==> config.mk <==
export PLATFORM = sky130hd
export DESIGN_NAME = mem_arbiter_flat
export DESIGN_NICKNAME = d
export VERILOG_FILES = /design/src/rtl/mem_arbiter_if.sv /design/src/rtl/mem_arbiter.sv /design/src/flat_wrapper.sv
export SDC_FILE = /design/constraint.sdc
export NUM_CORES = 1
export LEC_CHECK = 0
export CAP_MARGIN = 20
export CORE_AREA = 2 2 169 171
export DETAILED_ROUTE_END_ITERATION = 16
export DIE_AREA = 0 0 171 173
export GPL_ROUTABILITY_DRIVEN = 0
export PLACE_DENSITY = 0.52
export SYNTH_ARGS = -nofsm -noshare
export SYNTH_HDL_FRONTEND = slang
export SYNTH_SLANG_ARGS = --single-unit
==> constraint.sdc <==
create_clock -name CLK -period 1.4 [get_ports CLK]
set_input_delay 0.21 -clock CLK [delete_from_list [all_inputs] [get_ports CLK]]
set_output_delay 0.21 -clock CLK [all_outputs]
set_load 0.05 [all_outputs]
==> src/rtl/mem_arbiter_if.sv <==
// Signal bundle between two cores, the memory arbiter and the shared RAM.
// The arbiter uses the slave modport; the core/RAM side uses the master modport.
interface mem_arbiter_if #(
    parameter int unsigned WORD_W = 32
);
    logic [1:0]             iREN;
    logic [1:0][WORD_W-1:0] iaddr;
    logic [1:0]             dREN;
    logic [1:0]             dWEN;
    logic [1:0][WORD_W-1:0] daddr;
    logic [1:0][WORD_W-1:0] dstore;
    logic [1:0]             iwait;
    logic [1:0]             dwait;
    logic [1:0][WORD_W-1:0] iload;
    logic [1:0][WORD_W-1:0] dload;
    logic                   ramREN;
    logic                   ramWEN;
    logic [WORD_W-1:0]      ramaddr;
    logic [WORD_W-1:0]      ramstore;
    logic [WORD_W-1:0]      ramload;
    logic [1:0]             ramstate;
    logic                   arb_err;

    modport master (
        output iREN, iaddr, dREN, dWEN, daddr, dstore, ramload, ramstate,
        input  iwait, dwait, iload, dload, ramREN, ramWEN, ramaddr, ramstore, arb_err
    );

    modport slave (
        input  iREN, iaddr, dREN, dWEN, daddr, dstore, ramload, ramstate,
        output iwait, dwait, iload, dload, ramREN, ramWEN, ramaddr, ramstore, arb_err
    );
endinterface

==> src/rtl/mem_arbiter.sv <==
// Two-core instruction/data arbiter in front of a single RAM port.
// Optional watchdog enabled by defining MEM_ARBITER_TIMEOUT_EN.
module mem_arbiter #(
    parameter int unsigned WORD_W      = 32,
    parameter int unsigned TIMEOUT_CYC = 255
) (
    input  logic         CLK,
    input  logic         RST,
    mem_arbiter_if.slave bus
);
    localparam logic [1:0] RamAccess = 2'd2;

    typedef enum logic {StIdle, StServe} state_e;

    state_e     r_state;
    state_e     w_state_nxt;
    logic       r_cls;  // 1: data class, 0: instruction class
    logic       w_cls_nxt;
    logic       r_core;
    logic       w_core_nxt;
    logic       r_ptr_i;
    logic       w_ptr_i_nxt;
    logic       r_ptr_d;
    logic       w_ptr_d_nxt;
    logic [1:0] w_dreq;
    logic       w_live;
    logic       w_access;
    logic       w_timeout;

    assign w_dreq   = bus.dREN | bus.dWEN;
    assign w_live   = r_cls ? w_dreq[r_core] : bus.iREN[r_core];
    assign w_access = (r_state == StServe) && w_live && (bus.ramstate == RamAccess);

    always_ff @(posedge CLK or posedge RST) begin
        if (RST) begin
            r_state <= StIdle;
            r_cls   <= 1'b0;
            r_core  <= 1'b0;
            r_ptr_i <= 1'b0;
            r_ptr_d <= 1'b0;
        end else begin
            r_state <= w_state_nxt;
            r_cls   <= w_cls_nxt;
            r_core  <= w_core_nxt;
            r_ptr_i <= w_ptr_i_nxt;
            r_ptr_d <= w_ptr_d_nxt;
        end
    end

    always_comb begin
        w_state_nxt = r_state;
        w_cls_nxt   = r_cls;
        w_core_nxt  = r_core;
        w_ptr_i_nxt = r_ptr_i;
        w_ptr_d_nxt = r_ptr_d;
        case (r_state)
            StIdle: begin
                // Data beats instruction; inside a class the pointer core wins if it asks.
                if (|w_dreq) begin
                    w_state_nxt = StServe;
                    w_cls_nxt   = 1'b1;
                    w_core_nxt  = w_dreq[r_ptr_d] ? r_ptr_d : ~r_ptr_d;
                end else if (|bus.iREN) begin
                    w_state_nxt = StServe;
                    w_cls_nxt   = 1'b0;
                    w_core_nxt  = bus.iREN[r_ptr_i] ? r_ptr_i : ~r_ptr_i;
                end
            end
            StServe: begin
                if (!w_live) begin
                    w_state_nxt = StIdle;
                end else if (w_access || w_timeout) begin
                    w_state_nxt = StIdle;
                    if (r_cls) w_ptr_d_nxt = ~r_ptr_d;
                    else       w_ptr_i_nxt = ~r_ptr_i;
                end
            end
            default: w_state_nxt = StIdle;
        endcase
    end

    always_comb begin
        bus.iwait    = 2'b11;
        bus.dwait    = 2'b11;
        bus.iload    = '0;
        bus.dload    = '0;
        bus.ramREN   = 1'b0;
        bus.ramWEN   = 1'b0;
        bus.ramaddr  = '0;
        bus.ramstore = '0;
        if (r_state == StServe) begin
            if (r_cls) begin
                bus.ramaddr         = bus.daddr[r_core];
                bus.ramstore        = bus.dstore[r_core];
                bus.ramWEN          = bus.dWEN[r_core];
                bus.ramREN          = bus.dREN[r_core] & ~bus.dWEN[r_core];
                bus.dload[r_core]   = bus.ramload;
                if (w_access) bus.dwait[r_core] = 1'b0;
            end else begin
                bus.ramaddr         = bus.iaddr[r_core];
                bus.ramREN          = bus.iREN[r_core];
                bus.iload[r_core]   = bus.ramload;
                if (w_access) bus.iwait[r_core] = 1'b0;
            end
        end
    end

`ifdef MEM_ARBITER_TIMEOUT_EN
    localparam int unsigned CntW = (TIMEOUT_CYC > 1) ? $clog2(TIMEOUT_CYC) : 1;

    logic [CntW-1:0] r_cnt;
    logic            r_err;

    // Fires on the TIMEOUT_CYC-th consecutive SERVE cycle still waiting on the RAM.
    assign w_timeout = (r_state == StServe) && w_live && (bus.ramstate != RamAccess)
                       && (r_cnt == CntW'(TIMEOUT_CYC - 1));

    always_ff @(posedge CLK or posedge RST) begin
        if (RST) begin
            r_cnt <= '0;
            r_err <= 1'b0;
        end else begin
            r_cnt <= ((r_state == StServe) && (w_state_nxt == StServe)) ? r_cnt + 1'b1 : '0;
            r_err <= r_err | w_timeout;
        end
    end

    assign bus.arb_err = r_err;
`else
    logic w_unused_timeout_cfg;

    assign w_unused_timeout_cfg = ^TIMEOUT_CYC;
    assign w_timeout            = 1'b0;
    assign bus.arb_err          = 1'b0;
`endif
endmodule

==> src/flat_wrapper.sv <==
// flat-port wrapper written by rule: the top's interface ports become plain ports
module mem_arbiter_flat 
#(
    parameter int unsigned WORD_W      = 32,
    parameter int unsigned TIMEOUT_CYC = 255
)
  (CLK, RST, bus_iREN, bus_iaddr, bus_dREN, bus_dWEN, bus_daddr, bus_dstore, bus_ramload, bus_ramstate, bus_iwait, bus_dwait, bus_iload, bus_dload, bus_ramREN, bus_ramWEN, bus_ramaddr, bus_ramstore, bus_arb_err);
  mem_arbiter_if #(.WORD_W(WORD_W)) bus_i ();
  input  logic CLK;
  input  logic RST;
  input wire logic [$bits(bus_i.iREN)-1:0] bus_iREN;
  input wire logic [$bits(bus_i.iaddr)-1:0] bus_iaddr;
  input wire logic [$bits(bus_i.dREN)-1:0] bus_dREN;
  input wire logic [$bits(bus_i.dWEN)-1:0] bus_dWEN;
  input wire logic [$bits(bus_i.daddr)-1:0] bus_daddr;
  input wire logic [$bits(bus_i.dstore)-1:0] bus_dstore;
  input wire logic [$bits(bus_i.ramload)-1:0] bus_ramload;
  input wire logic [$bits(bus_i.ramstate)-1:0] bus_ramstate;
  output wire logic [$bits(bus_i.iwait)-1:0] bus_iwait;
  output wire logic [$bits(bus_i.dwait)-1:0] bus_dwait;
  output wire logic [$bits(bus_i.iload)-1:0] bus_iload;
  output wire logic [$bits(bus_i.dload)-1:0] bus_dload;
  output wire logic [$bits(bus_i.ramREN)-1:0] bus_ramREN;
  output wire logic [$bits(bus_i.ramWEN)-1:0] bus_ramWEN;
  output wire logic [$bits(bus_i.ramaddr)-1:0] bus_ramaddr;
  output wire logic [$bits(bus_i.ramstore)-1:0] bus_ramstore;
  output wire logic [$bits(bus_i.arb_err)-1:0] bus_arb_err;
  assign bus_i.iREN = bus_iREN;
  assign bus_i.iaddr = bus_iaddr;
  assign bus_i.dREN = bus_dREN;
  assign bus_i.dWEN = bus_dWEN;
  assign bus_i.daddr = bus_daddr;
  assign bus_i.dstore = bus_dstore;
  assign bus_i.ramload = bus_ramload;
  assign bus_i.ramstate = bus_ramstate;
  assign bus_iwait = bus_i.iwait;
  assign bus_dwait = bus_i.dwait;
  assign bus_iload = bus_i.iload;
  assign bus_dload = bus_i.dload;
  assign bus_ramREN = bus_i.ramREN;
  assign bus_ramWEN = bus_i.ramWEN;
  assign bus_ramaddr = bus_i.ramaddr;
  assign bus_ramstore = bus_i.ramstore;
  assign bus_arb_err = bus_i.arb_err;
  mem_arbiter #(.WORD_W(WORD_W), .TIMEOUT_CYC(TIMEOUT_CYC)) u_core (.CLK(CLK), .RST(RST), .bus(bus_i));
endmodule
After elaboration in Yosys (flattened, before gate mapping)
Cells that the tools add are included.
{"block": "word_totals", "latch_bits": 0, "ff_bits": 5, "mem_bits_ro": 0, "word_cells": 79, "mem_bits_rw": 0, "out_inout_bits": 199, "input_bits": 234, "memories": 0}
{"block": "classes", "n_mul": 0, "n_mux": 51, "n_bitwise": 9, "n_reduce_logical": 9, "magnitude_cmp": 4, "n_eq_ne": 1, "add_sub_neg": 0, "n_shift": 0, "div": 0}
{"cell": "two-way mux 32 bit", "n": 11}
{"cell": "two-way mux 64 bit", "n": 4}
{"cell": "AND 64 bit", "n": 1}
{"cell": "demux 32 bit (select 1 bit)", "n": 1}
{"cell": "two-way mux 1 bit", "n": 28}
{"cell": "two-way mux 2 bit", "n": 5}
{"cell": "AND reduction 4 bit", "n": 2}
{"cell": "< comparator 1 x 2 -> 1 bit (second input constant)", "n": 3}
{"cell": "NOT 1 bit", "n": 5}
{"cell": "OR reduction 2 bit", "n": 2}
{"cell": "logical AND 1 bit", "n": 3}
{"cell": "== test 2 bit (second input constant)", "n": 1}
{"cell": "NOT 2 bit", "n": 1}
{"cell": "OR 2 bit", "n": 1}
{"cell": "case mux 1 bit (2 select lines)", "n": 1}
{"cell": "AND reduction 2 bit", "n": 1}
{"cell": "nonzero test 2 bit", "n": 1}
{"cell": "AND 1 bit", "n": 1}
{"cell": "demux 1 bit (select 1 bit)", "n": 1}
{"cell": "greater-or-equal comparator 1 bit (second input constant)", "n": 1}

Depth between registers and ports, before layout
Gate-level depths: netlist (run 1).
{"block": "depth", "depth_word": 9, "depth_mapped": 6, "depth_no_buf": 3}

Worst setup path before layout (run 1)
OpenSTA, ideal clock, no wires.
{"block": "synth_path", "path_kind": "reg2out", "start": "register u_core.r_core", "end": "output bus_ramREN", "arrival_time_ps": 1757, "t_required_ps": 1190, "n_path_buf": 2, "path_stages_with_launch": 5, "setup_slack_ps": -567, "path_cell_list": "dfrtp_1 -> buf_6 -> buf_6 -> o32a_1 -> a21oi_1"}
{"block": "synth_between", "elab_chain_cells": 6, "word_cells_on_any_way": 10, "classes_between": "mux (8); bitwise (2)"}
{"element": "start: declaration", "line": "mem_arbiter.sv:19", "rtl": "logic r_core;"}
{"element": "start signal: assignment", "line": "mem_arbiter.sv:44", "rtl": "r_core <= w_core_nxt;"}
{"element": "two-way mux 1 bit (not written as such) (2 in series)", "line": "mem_arbiter.sv:96", "rtl": "bus.ramREN = bus.dREN[r_core] & ~bus.dWEN[r_core];"}
{"element": "NOT 1 bit", "line": "mem_arbiter.sv:96"}
{"element": "AND 1 bit", "line": "mem_arbiter.sv:96"}
{"element": "two-way mux 1 bit *", "line": "mem_arbiter.sv:92", "rtl": "if (r_cls) begin"}
{"element": "two-way mux 1 bit *", "line": "mem_arbiter.sv:91", "rtl": "if (r_state == StServe) begin"}
{"element": "end: declaration", "line": "flat_wrapper.sv:23", "rtl": "output wire logic [$bits(bus_i.ramREN)-1:0] bus_ramREN;"}
Every way passes the cells marked *; elsewhere a longest branch is shown, timed or not. The select of a mux whose other input is x is not followed.

Worst setup path after layout (run 1)
{"block": "layout_path", "start": "register u_core.r_cls", "end": "output bus_iload[25]"}
{"block": "layout_between", "elab_chain_cells": 2}
{"element": "start: declaration", "line": "mem_arbiter.sv:17", "rtl": "logic r_cls;"}
{"element": "start signal: assignment", "line": "mem_arbiter.sv:43", "rtl": "r_cls <= w_cls_nxt;"}
{"element": "two-way mux 64 bit", "line": "mem_arbiter.sv:92"}
{"element": "two-way mux 64 bit", "line": "mem_arbiter.sv:91"}
{"element": "end: declaration", "line": "flat_wrapper.sv:21", "rtl": "output wire logic [$bits(bus_i.iload)-1:0] bus_iload;"}
No other way between the ends.

==> results.yml, run 1 <==
yosys:
  yosys.area.top_type_share_pct: 25.5
  yosys.area.top_type: "mux4_2"
  syn_area_um2: 2820
  synthArstFlopShare_pct: 100
  synth_edf_count: 0
  seq_area_frac_synth_pct: 4.43
  synthDistinctLibCells: 40
  yosys_warnings: 0
  syn_area_per_cell_um2: 8.25
  ys_ff_latch: 5
  synth_top_flop_cell: "dfrtp_1"
  synth_area_leaders: "mux4_2 (26%), and2_1 (21%), and3_1 (14%)"
  syn_inst: 342
  syn_nets: 576
worst_setup_path:
  path_cells: "buf_4, buf_12, nor3b_4, buf_12, buf_12, and2_4, buf_12"
  critical-path-top-delay-family: "buffers and inverters"
  end_kind: "output port"
  crit_slowest_cell: "dfrtp_2"
  r2r_cells: 6
  r2r_end: "u_core.r_ptr_d"
  r2r_slack_ns: -0.26
  cp.arrival_ns: 1.76
  max_stage_delay_ns: 0.41
  crit_fanout: 16
  reg2reg_from: "u_core.r_core"
  worstPathRequired_ns: 1.19
  critPathLaunchType: "flop"
  critPathBufInv: 5
  cpMostUsedCell: "buf_12"
  criticalPathCategory: "reg2out"
grt:
  grt_use_met3_pct: 2.33
  top_usage_layer: "met2"
  grt_pass1_wl_mm: 32.1
  antenna_found_initial: 0
  grt_max_degree: 33
  groute.usage.overall_pct: 14.3
  grt_use_met2_pct: 28.7
  grt-ovfl-total: 0
  use_met1_pct: 15.8
  grt_pass1_vias: 5054
sta:
  grt_setup_unrepaired: "true"
  layout_min_cycle_time_ns: 1.97
  hold_viol_final: 0
  clock_skew_ns: 0.00175
  finalMaxSlewViolations: 0
  hold-worst-slack_ns: 0.189
  fin_ws_ns: -0.572
  finalCritPeriodShare_pct: 141
  setup_viol_count_final: 201
  fmax_mhz: 507
place:
  post-place-cells: 1148
  place_area_um2: 10000
  dp.final_hpwl_mm: 16.5
  port_buffers: 431
  dpl_worst_slack_ns: -0.402
routing:
  vias: 4629
  vias_per_cell: 3.86
  dr.pass1.iters: 4
  totalWireLength_mm: 23.0
  detail-route-antenna-nets: 0
  remaining_drc_errors: 0
  first_iter_violations: 92
  wire_per_inst_um: 19.2
layout:
  ff_latch_area_um2: 130
  drive_above_1_share_pct: 68.5
  final.fill_count: 2600
  antenna_cells: 0
  layout_common_cells: "clkdlybuf4s50_1 (232), buf_12 (178), and2_4 (97), and3_4 (63), buf_8 (37)"
  multi_input_area_um2: 3740
  mostFrequentLayoutCell: "clkdlybuf4s50_1"
  fin_area_um2: 11900
  synthToLayoutAreaGrowth_pct: 321
  nNetsFinal: 1057
  final_cells: 1200
pwr:
  seq_power_share_pct: 1.2
  combPwrFrac_pct: 97.1
  p_switching_mw: 13.3
  internal_power_mw: 14.7
  peakVddDrop_v: 0.00121
  pwr_density_cell_nw_per_um2: 2350
  p_sw_share_pct: 47.5
  power.leakage_nw: 4.64
  p_total_mw: 28.0
  clkPwrFrac_pct: 1.7
clocking:
  clk_pin_slew_worst_paths_ns: 0.03
  tritoncts: "yes"
  htreeDepth: 1
  cts-root-buf: "clkbuf_16"
  clk_path_buf_depth: 2
  clock_latency_ns: 0.23
  cts_sinks: 5
  cts_buffers: 3
  cts_hold_buf: 0
die:
  initial_core_util_pct: 10.2
  core_um2: 27600
  die_area_um2: 29600
  num_rows: 61
  fp.dieH_um: 173
  fp.dieW_um: 171
  io_pins: 433
outcome:
  status: "complete, but fails checks"
  violations: "setup timing"
hold_path:
  min_path_type: "in2async"
job:
  maxCapViolCount: 0
==> registers in the layout, indices dropped and copies added, names as in the netlist <==
signal / count
u_core.r_cls: 1
u_core.r_core: 1
u_core.r_ptr_d: 1
u_core.r_ptr_i: 1
u_core.r_state: 1
==> synth_stat cells (2+ instances only) <==
cell type	count
dfrtp_1	5
o21ai_0	3
inv_1	3
buf_6	4
and3_1	64
buf_4	3
buf_12	3
and2_1	97
buf_2	9
nor2_1	35
clkbuf_1	22
mux4_2	32
nand2_1	2
mux2i_1	33
a21oi_1	2
==> cells by family after synthesis <==
kind of cell / Yosys count / share of synthesized area (%)
buffers and inverters: 45 / 9.62
AOI/OAI and AO/OA: 14 / 3.68
xor gates and xnor gates: 2 / 0.621
other: 1 / 0.133
muxes: 66 / 37.6
and+or+nand+nor: 209 / 43.9
DFF: 5 / 4.43
==> metal layers <==
metal,up-vias,share of wire [%]
met5,-,0
met4,0,0.70
met3,8,6.3
met2,221,56
met1,2200,37
li1,2200,-
==> power by group through the flow <==
stage	clock network, mW	registers [mW]	logic [mW]
floorplan	0	0.269	13.1
global placement	0	0.343	22.0
detailed placement	0	0.348	22.0
CTS	0.482	0.322	27.0
global route	0.491	0.340	28.2
finish	0.479	0.324	27.2
==> final cells by class <==
| type | instances | area share, % |
|---|---|---|
| timing repair buffer | 518 | 62.6 |
| multi-input combinational | 292 | 31.5 |
| tap | 378 | 3.98 |
| sequential | 5 | 1.09 |
| clock buffer | 4 | 0.663 |
| inverter | 3 | 0.200 |
==> per-stage QoR <==
| stage | TNS, ns | util, % |
|---|---|---|
| 2_1_floorplan | -15.39 | - |
| 3_3_place_gp | -51.58 | 36.2 |
| 3_5_place_dp | -54.56 | 36.2 |
| 4_1_cts | -97.17 | 42.1 |
| 5_1_grt | -105.31 | 43.0 |
| 6_report | -94.80 | 43.0 |
==> worst reg2reg max path: cells and delay by family (launching register included) <==
family                    cells  cell delay, ns
buffers and inverters         3            0.46
DFF                           1            0.52
and+or+nand+nor               1            0.30
xor gates and xnor gates      1            0.14
AOI/OAI and AO/OA             1            0.13
==> worst max path at each step <==
stage / from / to / slack (ns) / depth (start not counted)
4_1_cts: u_core.r_core / bus_ramaddr[15] / -0.60 / 5
3_5_place_dp: u_core.r_core / bus_iload[63] / -0.40 / 6
2_1_floorplan: u_core.r_core / bus_dwait[1] / -0.17 / 5
5_1_grt: u_core.r_core / bus_iload[25] / -0.63 / 6
3_3_place_gp: u_core.r_core / bus_ramaddr[30] / -0.37 / 4
6_report: u_core.r_cls / bus_iload[25] / -0.57 / 7
==> repair_timing <==
action / in CTS / in global routing
gates cloned: 18 / 5
resized for setup: 192 / 35
pin swaps: 49 / 16
buffers inserted: 22 / 9
endpoints found under the setup margin: 201 / 202
(Power assumes the default switching activity.)
==> inputs of run 2 (changes only) <==
--- a/config.mk
+++ b/config.mk
@@ -10,6 +10,7 @@
 export DETAILED_ROUTE_END_ITERATION = 16
 export DIE_AREA = 0 0 171 173
 export GPL_ROUTABILITY_DRIVEN = 0
+export HOLD_SLACK_MARGIN = 0.06
 export PLACE_DENSITY = 0.52
 export SYNTH_ARGS = -nofsm -noshare
 export SYNTH_HDL_FRONTEND = slang
==> results of run 2 <==
No change in the layout: final DEF, timing and power equal those of run 1.
